--- src/rtl/lector_destinos_pkg.sv ---
// Shared types for the destination drain: FSM state encoding, destination tags
// and the mapping from a granted destination to its pop state.
package lector_destinos_pkg;

    typedef enum logic [1:0] {
        ST_IDLE = 2'd0,
        ST_POP0 = 2'd1,
        ST_POP1 = 2'd2
    } state_t;

    localparam logic DEST_D0 = 1'b0;
    localparam logic DEST_D1 = 1'b1;

    function automatic state_t pop_state(input logic dest);
        return (dest == DEST_D1) ? ST_POP1 : ST_POP0;
    endfunction

endpackage

--- src/rtl/lector_destinos_if.sv ---
// Bundle between the drain, the D0/D1 FIFOs and the consumer of the tagged stream.
// master = the drain itself, slave = FIFOs plus downstream/configuration side.
interface lector_destinos_if #(
    parameter int BITNUMBER = 8,
    parameter int CNT_WIDTH = 8
);
    logic                 enable;
    logic                 clear_cnt;
    logic                 D0_can_pop;
    logic                 D1_can_pop;
    logic [BITNUMBER-1:0] D0_data_out;
    logic [BITNUMBER-1:0] D1_data_out;
    logic                 pop_D0;
    logic                 pop_D1;
    logic [BITNUMBER-1:0] data_out;
    logic                 valid_out;
    logic                 dest_out;
    logic [CNT_WIDTH-1:0] cnt_D0;
    logic [CNT_WIDTH-1:0] cnt_D1;
    logic                 idle;

    modport master (
        input  enable, clear_cnt,
        input  D0_can_pop, D1_can_pop, D0_data_out, D1_data_out,
        output pop_D0, pop_D1,
        output data_out, valid_out, dest_out,
        output cnt_D0, cnt_D1, idle
    );

    modport slave (
        output enable, clear_cnt,
        output D0_can_pop, D1_can_pop, D0_data_out, D1_data_out,
        input  pop_D0, pop_D1,
        input  data_out, valid_out, dest_out,
        input  cnt_D0, cnt_D1, idle
    );

endinterface

--- src/rtl/lector_destinos_contador_sat.sv ---
// Saturating up-counter; a clear in the same cycle as an increment wins.
module contador_sat #(
    parameter int CNT_WIDTH = 8
) (
    input  logic                 clk,
    input  logic                 reset,
    input  logic                 inc,
    input  logic                 clr,
    output logic [CNT_WIDTH-1:0] cnt
);

    localparam logic [CNT_WIDTH-1:0] CNT_MAX = '1;
    localparam logic [CNT_WIDTH-1:0] CNT_ONE = {{(CNT_WIDTH-1){1'b0}}, 1'b1};

    always_ff @(posedge clk or negedge reset) begin
        if (!reset) begin
            cnt <= '0;
        end else if (clr) begin
            cnt <= '0;
        end else if (inc && (cnt != CNT_MAX)) begin
            cnt <= cnt + CNT_ONE;
        end
    end

endmodule

--- src/rtl/lector_destinos.sv ---
// Drains FIFOs D0/D1 round-robin into one tagged word stream with a fixed
// two-cycle pop-to-output latency, and keeps saturating per-destination counts.
module lector_destinos
    import lector_destinos_pkg::*;
#(
    parameter int BITNUMBER = 8,
    parameter int CNT_WIDTH = 8
) (
    input  logic             clk,
    input  logic             reset,
    lector_destinos_if.master bus
);

    state_t               state;
    state_t               state_nxt;
    logic                 rr_last;
    logic                 rr_nxt;
    logic                 gnt;
    logic                 elig0;
    logic                 elig1;
    logic                 pop_d0_q;
    logic                 pop_d1_q;
    logic                 idle_q;
    logic                 s1_popped;
    logic                 s1_dest;
    logic                 valid_q;
    logic                 dest_q;
    logic [BITNUMBER-1:0] data_q;
    logic                 inc_d0;
    logic                 inc_d1;
    logic [CNT_WIDTH-1:0] cnt_d0;
    logic [CNT_WIDTH-1:0] cnt_d1;

    // can_pop is one cycle stale, so the FIFO popped this cycle sits out the next.
    assign elig0 = bus.enable && bus.D0_can_pop && (state != ST_POP0);
    assign elig1 = bus.enable && bus.D1_can_pop && (state != ST_POP1);

    always_comb begin
        state_nxt = ST_IDLE;
        rr_nxt    = rr_last;
        gnt       = DEST_D0;
        if (elig0 || elig1) begin
            if (elig0 && elig1) begin
                gnt = ~rr_last;
            end else begin
                gnt = elig1 ? DEST_D1 : DEST_D0;
            end
            state_nxt = pop_state(gnt);
            rr_nxt    = gnt;
        end
    end

    always_ff @(posedge clk or negedge reset) begin
        if (!reset) begin
            state    <= ST_IDLE;
            rr_last  <= DEST_D1;
            pop_d0_q <= 1'b0;
            pop_d1_q <= 1'b0;
            idle_q   <= 1'b0;
        end else begin
            state    <= state_nxt;
            rr_last  <= rr_nxt;
            pop_d0_q <= (state_nxt == ST_POP0);
            pop_d1_q <= (state_nxt == ST_POP1);
            // Next-cycle view of: no pop, nothing in stage1, nothing on the output.
            idle_q   <= (state_nxt == ST_IDLE) && (state == ST_IDLE) && !s1_popped;
        end
    end

    always_ff @(posedge clk or negedge reset) begin
        if (!reset) begin
            s1_popped <= 1'b0;
            s1_dest   <= DEST_D0;
            valid_q   <= 1'b0;
            dest_q    <= DEST_D0;
            data_q    <= '0;
        end else begin
            s1_popped <= (state != ST_IDLE);
            s1_dest   <= (state == ST_POP1) ? DEST_D1 : DEST_D0;
            valid_q   <= s1_popped;
            if (s1_popped) begin
                data_q <= (s1_dest == DEST_D1) ? bus.D1_data_out : bus.D0_data_out;
                dest_q <= s1_dest;
            end
        end
    end

    assign inc_d0 = valid_q && (dest_q == DEST_D0);
    assign inc_d1 = valid_q && (dest_q == DEST_D1);

    contador_sat #(.CNT_WIDTH(CNT_WIDTH)) u_cnt_d0 (
        .clk   (clk),
        .reset (reset),
        .inc   (inc_d0),
        .clr   (bus.clear_cnt),
        .cnt   (cnt_d0)
    );

    contador_sat #(.CNT_WIDTH(CNT_WIDTH)) u_cnt_d1 (
        .clk   (clk),
        .reset (reset),
        .inc   (inc_d1),
        .clr   (bus.clear_cnt),
        .cnt   (cnt_d1)
    );

    assign bus.pop_D0    = pop_d0_q;
    assign bus.pop_D1    = pop_d1_q;
    assign bus.data_out  = data_q;
    assign bus.valid_out = valid_q;
    assign bus.dest_out  = dest_q;
    assign bus.cnt_D0    = cnt_d0;
    assign bus.cnt_D1    = cnt_d1;
    assign bus.idle      = idle_q;

endmodule

--- src/flat_wrapper.sv ---
// flat-port wrapper written by rule: the top's interface ports become plain ports
module lector_destinos_flat import lector_destinos_pkg::*;
#(
    parameter int BITNUMBER = 8,
    parameter int CNT_WIDTH = 8
)
  (clk, reset, bus_enable, bus_clear_cnt, bus_D0_can_pop, bus_D1_can_pop, bus_D0_data_out, bus_D1_data_out, bus_pop_D0, bus_pop_D1, bus_data_out, bus_valid_out, bus_dest_out, bus_cnt_D0, bus_cnt_D1, bus_idle);
  lector_destinos_if #(.BITNUMBER(BITNUMBER), .CNT_WIDTH(CNT_WIDTH)) bus_i ();
  input  logic clk;
  input  logic reset;
  input wire logic [$bits(bus_i.enable)-1:0] bus_enable;
  input wire logic [$bits(bus_i.clear_cnt)-1:0] bus_clear_cnt;
  input wire logic [$bits(bus_i.D0_can_pop)-1:0] bus_D0_can_pop;
  input wire logic [$bits(bus_i.D1_can_pop)-1:0] bus_D1_can_pop;
  input wire logic [$bits(bus_i.D0_data_out)-1:0] bus_D0_data_out;
  input wire logic [$bits(bus_i.D1_data_out)-1:0] bus_D1_data_out;
  output wire logic [$bits(bus_i.pop_D0)-1:0] bus_pop_D0;
  output wire logic [$bits(bus_i.pop_D1)-1:0] bus_pop_D1;
  output wire logic [$bits(bus_i.data_out)-1:0] bus_data_out;
  output wire logic [$bits(bus_i.valid_out)-1:0] bus_valid_out;
  output wire logic [$bits(bus_i.dest_out)-1:0] bus_dest_out;
  output wire logic [$bits(bus_i.cnt_D0)-1:0] bus_cnt_D0;
  output wire logic [$bits(bus_i.cnt_D1)-1:0] bus_cnt_D1;
  output wire logic [$bits(bus_i.idle)-1:0] bus_idle;
  assign bus_i.enable = bus_enable;
  assign bus_i.clear_cnt = bus_clear_cnt;
  assign bus_i.D0_can_pop = bus_D0_can_pop;
  assign bus_i.D1_can_pop = bus_D1_can_pop;
  assign bus_i.D0_data_out = bus_D0_data_out;
  assign bus_i.D1_data_out = bus_D1_data_out;
  assign bus_pop_D0 = bus_i.pop_D0;
  assign bus_pop_D1 = bus_i.pop_D1;
  assign bus_data_out = bus_i.data_out;
  assign bus_valid_out = bus_i.valid_out;
  assign bus_dest_out = bus_i.dest_out;
  assign bus_cnt_D0 = bus_i.cnt_D0;
  assign bus_cnt_D1 = bus_i.cnt_D1;
  assign bus_idle = bus_i.idle;
  lector_destinos #(.BITNUMBER(BITNUMBER), .CNT_WIDTH(CNT_WIDTH)) u_core (.clk(clk), .reset(reset), .bus(bus_i));
endmodule
--- config.mk ---
export PLATFORM = sky130hd
export DESIGN_NAME = lector_destinos_flat
export DESIGN_NICKNAME = d
export VERILOG_FILES = /design/src/rtl/lector_destinos_pkg.sv /design/src/rtl/lector_destinos_if.sv /design/src/rtl/lector_destinos_contador_sat.sv /design/src/rtl/lector_destinos.sv /design/src/flat_wrapper.sv
export SDC_FILE = /design/constraint.sdc
export NUM_CORES = 1
export LEC_CHECK = 0
export ABC_AREA = 1
export CAP_MARGIN = 15
export CORE_ASPECT_RATIO = 1.25
export CORE_MARGIN = 2
export CORE_UTILIZATION = 50
export DETAILED_ROUTE_END_ITERATION = 6
export DONT_BUFFER_PORTS = 1
export SYNTH_ARGS = -nofsm -noshare
export SYNTH_HDL_FRONTEND = slang
export SYNTH_SLANG_ARGS = --single-unit
--- constraint.sdc ---
create_clock -name clk -period 3.73 [get_ports clk]
set_input_delay 0.5595 -clock clk [delete_from_list [all_inputs] [get_ports clk]]
set_output_delay 0.5595 -clock clk [all_outputs]
set_load 0.01 [all_outputs]
**Word-level counts from Yosys, hierarchy flattened**

Index checks and enable logic that the tools add are counted.

- Output and inout bits: 29
- Input port bits: 22
- Register bits after elaboration: 34
- Word-level logic and storage cells: 52

- Equality and inequality tests: 7
- Reductions and logical operators: 18
- Add/subtract/negate cells: 2
- Muxes and demuxes: 11
- Bitwise gates (word level): 2

Operators with widths:

| kind | count |
|---|---|
| $mux W8 | 5 |
| $add A8 B1 Y8 const B | 2 |
| $ne A8 B8 Y1 const B | 2 |
| $logic_and A1 B1 Y1 | 11 |
| $reduce_bool A2 Y1 | 3 |
| $eq A2 B2 Y1 const B | 2 |
| $logic_not A2 Y1 | 2 |
| $mux W1 | 4 |
| $mux W2 | 2 |
| $eq A2 B1 Y1 const B | 1 |
| $ne A2 B1 Y1 const B | 1 |
| $ne A2 B2 Y1 const B | 1 |
| $not A1 Y1 | 2 |
| $logic_not A1 Y1 | 1 |
| $logic_or A1 B1 Y1 | 1 |

**Depth between registers and ports, before layout**

- Depth in word-level cells: 10
- Depth in mapped cells: 8
- Gate-level depth less buffers: 8

**Hierarchy**

From an unflattened synthesis, not the netlist that was laid out.

- Cell total of the unflattened synthesis: 230
- Area total of the unflattened synthesis: 1709.1 µm²

Modules (own cells, without submodules):

| module | instances | sequential area each (µm²) | area each (µm²) | cells each |
|---|---|---|---|---|
| contador_sat | 2 | 200.2 | 511.7 | 74 |
| lector_destinos | 1 | 401.6 | 685.7 | 82 |

**Worst setup path before layout**

No wires, ideal clock.

- Path kind: reg-to-reg
- Start point: register u_core.u_cnt_d0.cnt[0]
- End point: register u_core.u_cnt_d0.cnt[7]
- Library setup time: 0.118 ns
- Slack: 2.418 ns
- Data required time: 3.612 ns
- Arrival time: 1.194 ns
- Cell stages (with the launch flop): 8
- Period minus slack after synthesis: 1.312 ns
- Buffers on the path: 0
- Path through: dfrtp_1 > ha_1 > nand2_2 > nor2_4 > a21oi_4 > nor2_4 > nand2_1 > nand2_1

- Cells in the longest elaborated chain, start to end: 3
- Elaborated cells between the ends (all ways): 6
- Those cells by class: add/sub: 1; eq/ne: 1; mux: 2; reduce/logical: 2

Ends and longest elaborated chain:

| item | RTL line | source |
|---|---|---|
| start: declaration | lector_destinos_contador_sat.sv:9 | `output logic [CNT_WIDTH-1:0] cnt` |
| start signal: assignment | lector_destinos_contador_sat.sv:21 | `cnt <= cnt + CNT_ONE;` |
| $add A8 B1 Y8 or $ne A8 B8 Y1 (tied branches) | lector_destinos_contador_sat.sv:21, lector_destinos_contador_sat.sv:20 |  |
| $mux W8 or $logic_and A1 B1 Y1 (tied branches) | lector_destinos_contador_sat.sv:20 | `end else if (inc && (cnt != CNT_MAX)) begin` |
| $mux W8 or $reduce_bool A2 Y1 (tied branches) | - |  |

Several ways; a longest one is shown, not always the timed one. The select of a mux whose other input is x is not followed.
A chain may end at the register's enable or synchronous reset.

**Final worst setup path**

- Start point: register u_core.u_cnt_d1.cnt[0]
- End point: register u_core.u_cnt_d1.cnt[3]

- Cells in the longest elaborated chain, start to end: 3
- Elaborated cells between the ends (all ways): 6
- Those cells by class: add/sub: 1; eq/ne: 1; mux: 2; reduce/logical: 2

Ends and longest elaborated chain:

| item | RTL line |
|---|---|
| start: declaration | lector_destinos_contador_sat.sv:9 |
| start signal: assignment | lector_destinos_contador_sat.sv:21 |
| $add A8 B1 Y8 or $ne A8 B8 Y1 (tied branches) | lector_destinos_contador_sat.sv:21, lector_destinos_contador_sat.sv:20 |
| $mux W8 or $logic_and A1 B1 Y1 (tied branches) | lector_destinos_contador_sat.sv:20 |
| $mux W8 or $reduce_bool A2 Y1 (tied branches) | - |

Several ways; a longest one is shown, not always the timed one. The select of a mux whose other input is x is not followed.

==> metrics.txt <==
Placed Cells=approximately 240; top-count cell post-synth=nand2_1; routed len/inst=around 13 um; I/O pin total=between 50 and 60; Hold Path Class=input pin to asynchronous set/reset pin; Post-Synthesis Cells=slightly above 200; pwr/cell area=approximately 440 mW/mm2; leading post-synthesis cells by cell area=dfrtp_1, nand2_1, nand3_1, inv_1, nor2_1; type of origin of the critical path=flip-flop; most instantiated cells after synthesis=nand2_1, dfrtp_1, nand3_1; largest fanout on the critical path=8; Critical Path RT=around 3.9 ns; synthesized flop and latch total=32; syn nets=between 200 and 250; setup bufs post-CTS=0; Fin. Hold Viols=0; largest area contributor in the netlist=dfrtp_1; max cap viols=0; RSZ-0062 raised after global routing=no; Core Region=about 0.0032 mm2; worst reg2reg startpoint=u_core.u_cnt_d1.cnt[0]$_DFFE_PN0P_; dpl hpwl=2380 um; initial antenna violation count=0; Syn-to-layout area delta=8.22%; CTS tree=done; grt total ovfl=0; status=finished clean; Crit Path Category=flip-flop to flip-flop; final setup fails=0; fillcell total=between 300 and 400; initial cell density of the core=0.514; FMAX=between 600 and 700 MHz; chip width=55.0 um; Tcrit/Tclk final=0.399; number of synthesized flops with an enable pin=0; number of global-route vias before repair=1245; Max Transition Viols Final=0; cell count of the worst reg-to-reg path=8; Async SR Flop Fraction=1.00; Syn Area/Cell=7.90 um2; Reg2Reg Capture Point=u_core.u_cnt_d1.cnt[3]$_DFFE_PN0P_; Yosys cell types=23; number of DRC markers in iteration 0=37; Leak=0.898 nW; hold buffer count at cts=1; Root Driver=clkbuf_8; die footprint=0.00373 mm2; num rows=23; crit path DAT=between 1.5 and 2 ns; First-pass DRT Iterations=4; TritonCTS Buffers=5; crit path time final=between 1 and 1.5 ns; first-pass GRT wire length=between 5000 and 6000 um; clock sink count=32; Die Height=between 60 and 70 um; top cell type's share of synthesized area=0.477; mapped cell area=between 0.0015 and 0.002 mm2; Total GRT Usage=0.195; final WL=3300 um; Yosys warning total=0; DRC viols=0; Seq/Total Area, Yosys=0.493; vias per inst=5.40; DRT antenna net count=0; H-tree depth=2; crit end category=flip-flop; via count=1338; Antenna Cells=0; pin count of the biggest net entering global routing=32; Nets=about 230; R2R Setup Slk=2.24 ns; Slew HR=0.607; clk_skew=roughly 0.0039 ns; Worst-Skew Late Latency=around 0.28 ns; clock-pin slew on the worst setup and hold paths=about 0.070 ns; setup TNS=0 ns; final core utilization=0.557; # resized after CTS=0; pin slew with the least headroom to its limit=between 0.5 and 0.6 ns; IO buf count=0; RePlAce Congestion=0.773; Max clock buf depth=2; Primary FF master, synth=dfrtp_1; share of cells above drive strength 1=0.0948; final cell count without fillers=between 200 and 250; maximum vdd ir drop=between 0.4 and 0.5 mV
==> stage by stage <==
| stage | hold WS [ns] | total power, mW | setup WS (ns) | area [um2] |
|---|---|---|---|---|
| finish | 0.102 | 0.770 | 2.24 | 1760 |
| global route | 0.0996 | 0.814 | 2.14 | 1760 |
| CTS | 0.103 | 0.778 | 2.23 | 1760 |
| detailed placement | 0.265 | 0.511 | 2.26 | 1660 |
| global placement | 0.265 | 0.507 | 2.28 | 1660 |
| floorplan | 0.264 | 0.492 | 2.42 | 1630 |
==> where the power goes <==
part	switching (mW)	internal [mW]	total (mW)
registers	0.0505	0.384	0.434
logic	0.0479	0.0292	0.0771
clock network	0.128	0.130	0.259
==> layout make-up <==
cell class / count / area [um2] / share of cell area
well taps: 37 / 46.3 / 0.0263
clock buffers: 6 / 72.6 / 0.0412
clock inverters: 2 / 12.5 / 0.00710
multi-input cells: 146 / 718 / 0.408
flip-flops and latches: 32 / 802 / 0.455
inverters: 24 / 90.1 / 0.0511
repair buffers: 1 / 20.0 / 0.0114
==> worst max-delay path by stage <==
stage	start	end	slack, ns	depth (start not counted)
floorplan	u_core.u_cnt_d0.cnt[0]$_DFFE_PN0P_	u_core.u_cnt_d0.cnt[7]$_DFFE_PN0P_	2.42	7
global placement	u_core.u_cnt_d1.cnt[0]$_DFFE_PN0P_	u_core.u_cnt_d1.cnt[2]$_DFFE_PN0P_	2.28	8
detailed placement	u_core.u_cnt_d1.cnt[0]$_DFFE_PN0P_	u_core.u_cnt_d1.cnt[3]$_DFFE_PN0P_	2.26	8
CTS	u_core.u_cnt_d1.cnt[0]$_DFFE_PN0P_	u_core.u_cnt_d1.cnt[3]$_DFFE_PN0P_	2.23	8
global route	u_core.u_cnt_d1.cnt[0]$_DFFE_PN0P_	u_core.u_cnt_d1.cnt[0]$_DFFE_PN0P_	2.14	8
finish	u_core.u_cnt_d1.cnt[0]$_DFFE_PN0P_	u_core.u_cnt_d1.cnt[3]$_DFFE_PN0P_	2.24	8
==> critical path, cell delays in order, from the launching register on <==
cell	delay, ns
dfrtp_1	0.46
ha_1	0.24
nand2_1	0.10
nor2_2	0.15
nand2_1	0.09
nand2_2	0.15
inv_2	0.07
nand3_1	0.07
nand2_1	0.05
==> state kept, by name (all words and copies together) (netlist names) <==
signal,cells
u_core.bus.idle,1
u_core.bus.data_out,8
u_core.rr_last,1
u_core.bus.pop_D1,1
u_core.u_cnt_d1.cnt,8
u_core.bus.valid_out,1
u_core.s1_dest,1
u_core.u_cnt_d0.cnt,8
u_core.bus.dest_out,1
u_core.s1_popped,1
u_core.state,1
==> metal layers <==
metal  global-route usage  part of all wire  up-vias
met5                    0                 0        -
met4               0.0915             0.015        0
met3               0.0708             0.081        5
met2                0.317              0.50       45
met1                0.222              0.41      620
li1                     -                 -      668
==> logic make-up (layout without fill, tap and decap cells) <==
logic type,Yosys count,after routing,share of synthesized area
xor gates and xnor gates,5,5,0.0269
AOI/OAI and AO/OA,18,18,0.0715
buffers and inverters,28,33,0.0661
DFF,32,32,0.493
adders and majority gates,2,2,0.0154
and+or+nand+nor,121,121,0.327
==> cells in the final DEF (no fill, tap or decap), drive strengths merged, types with 4 or more instances in the layout <==
cell type  instances
dfrtp             31
clkbuf             6
nor2              23
inv               24
a21oi              5
nand3             26
nand4              4
a31oi              8
nand2             66
xor2               5
Note: power is estimated with default switching activity, not from simulation.
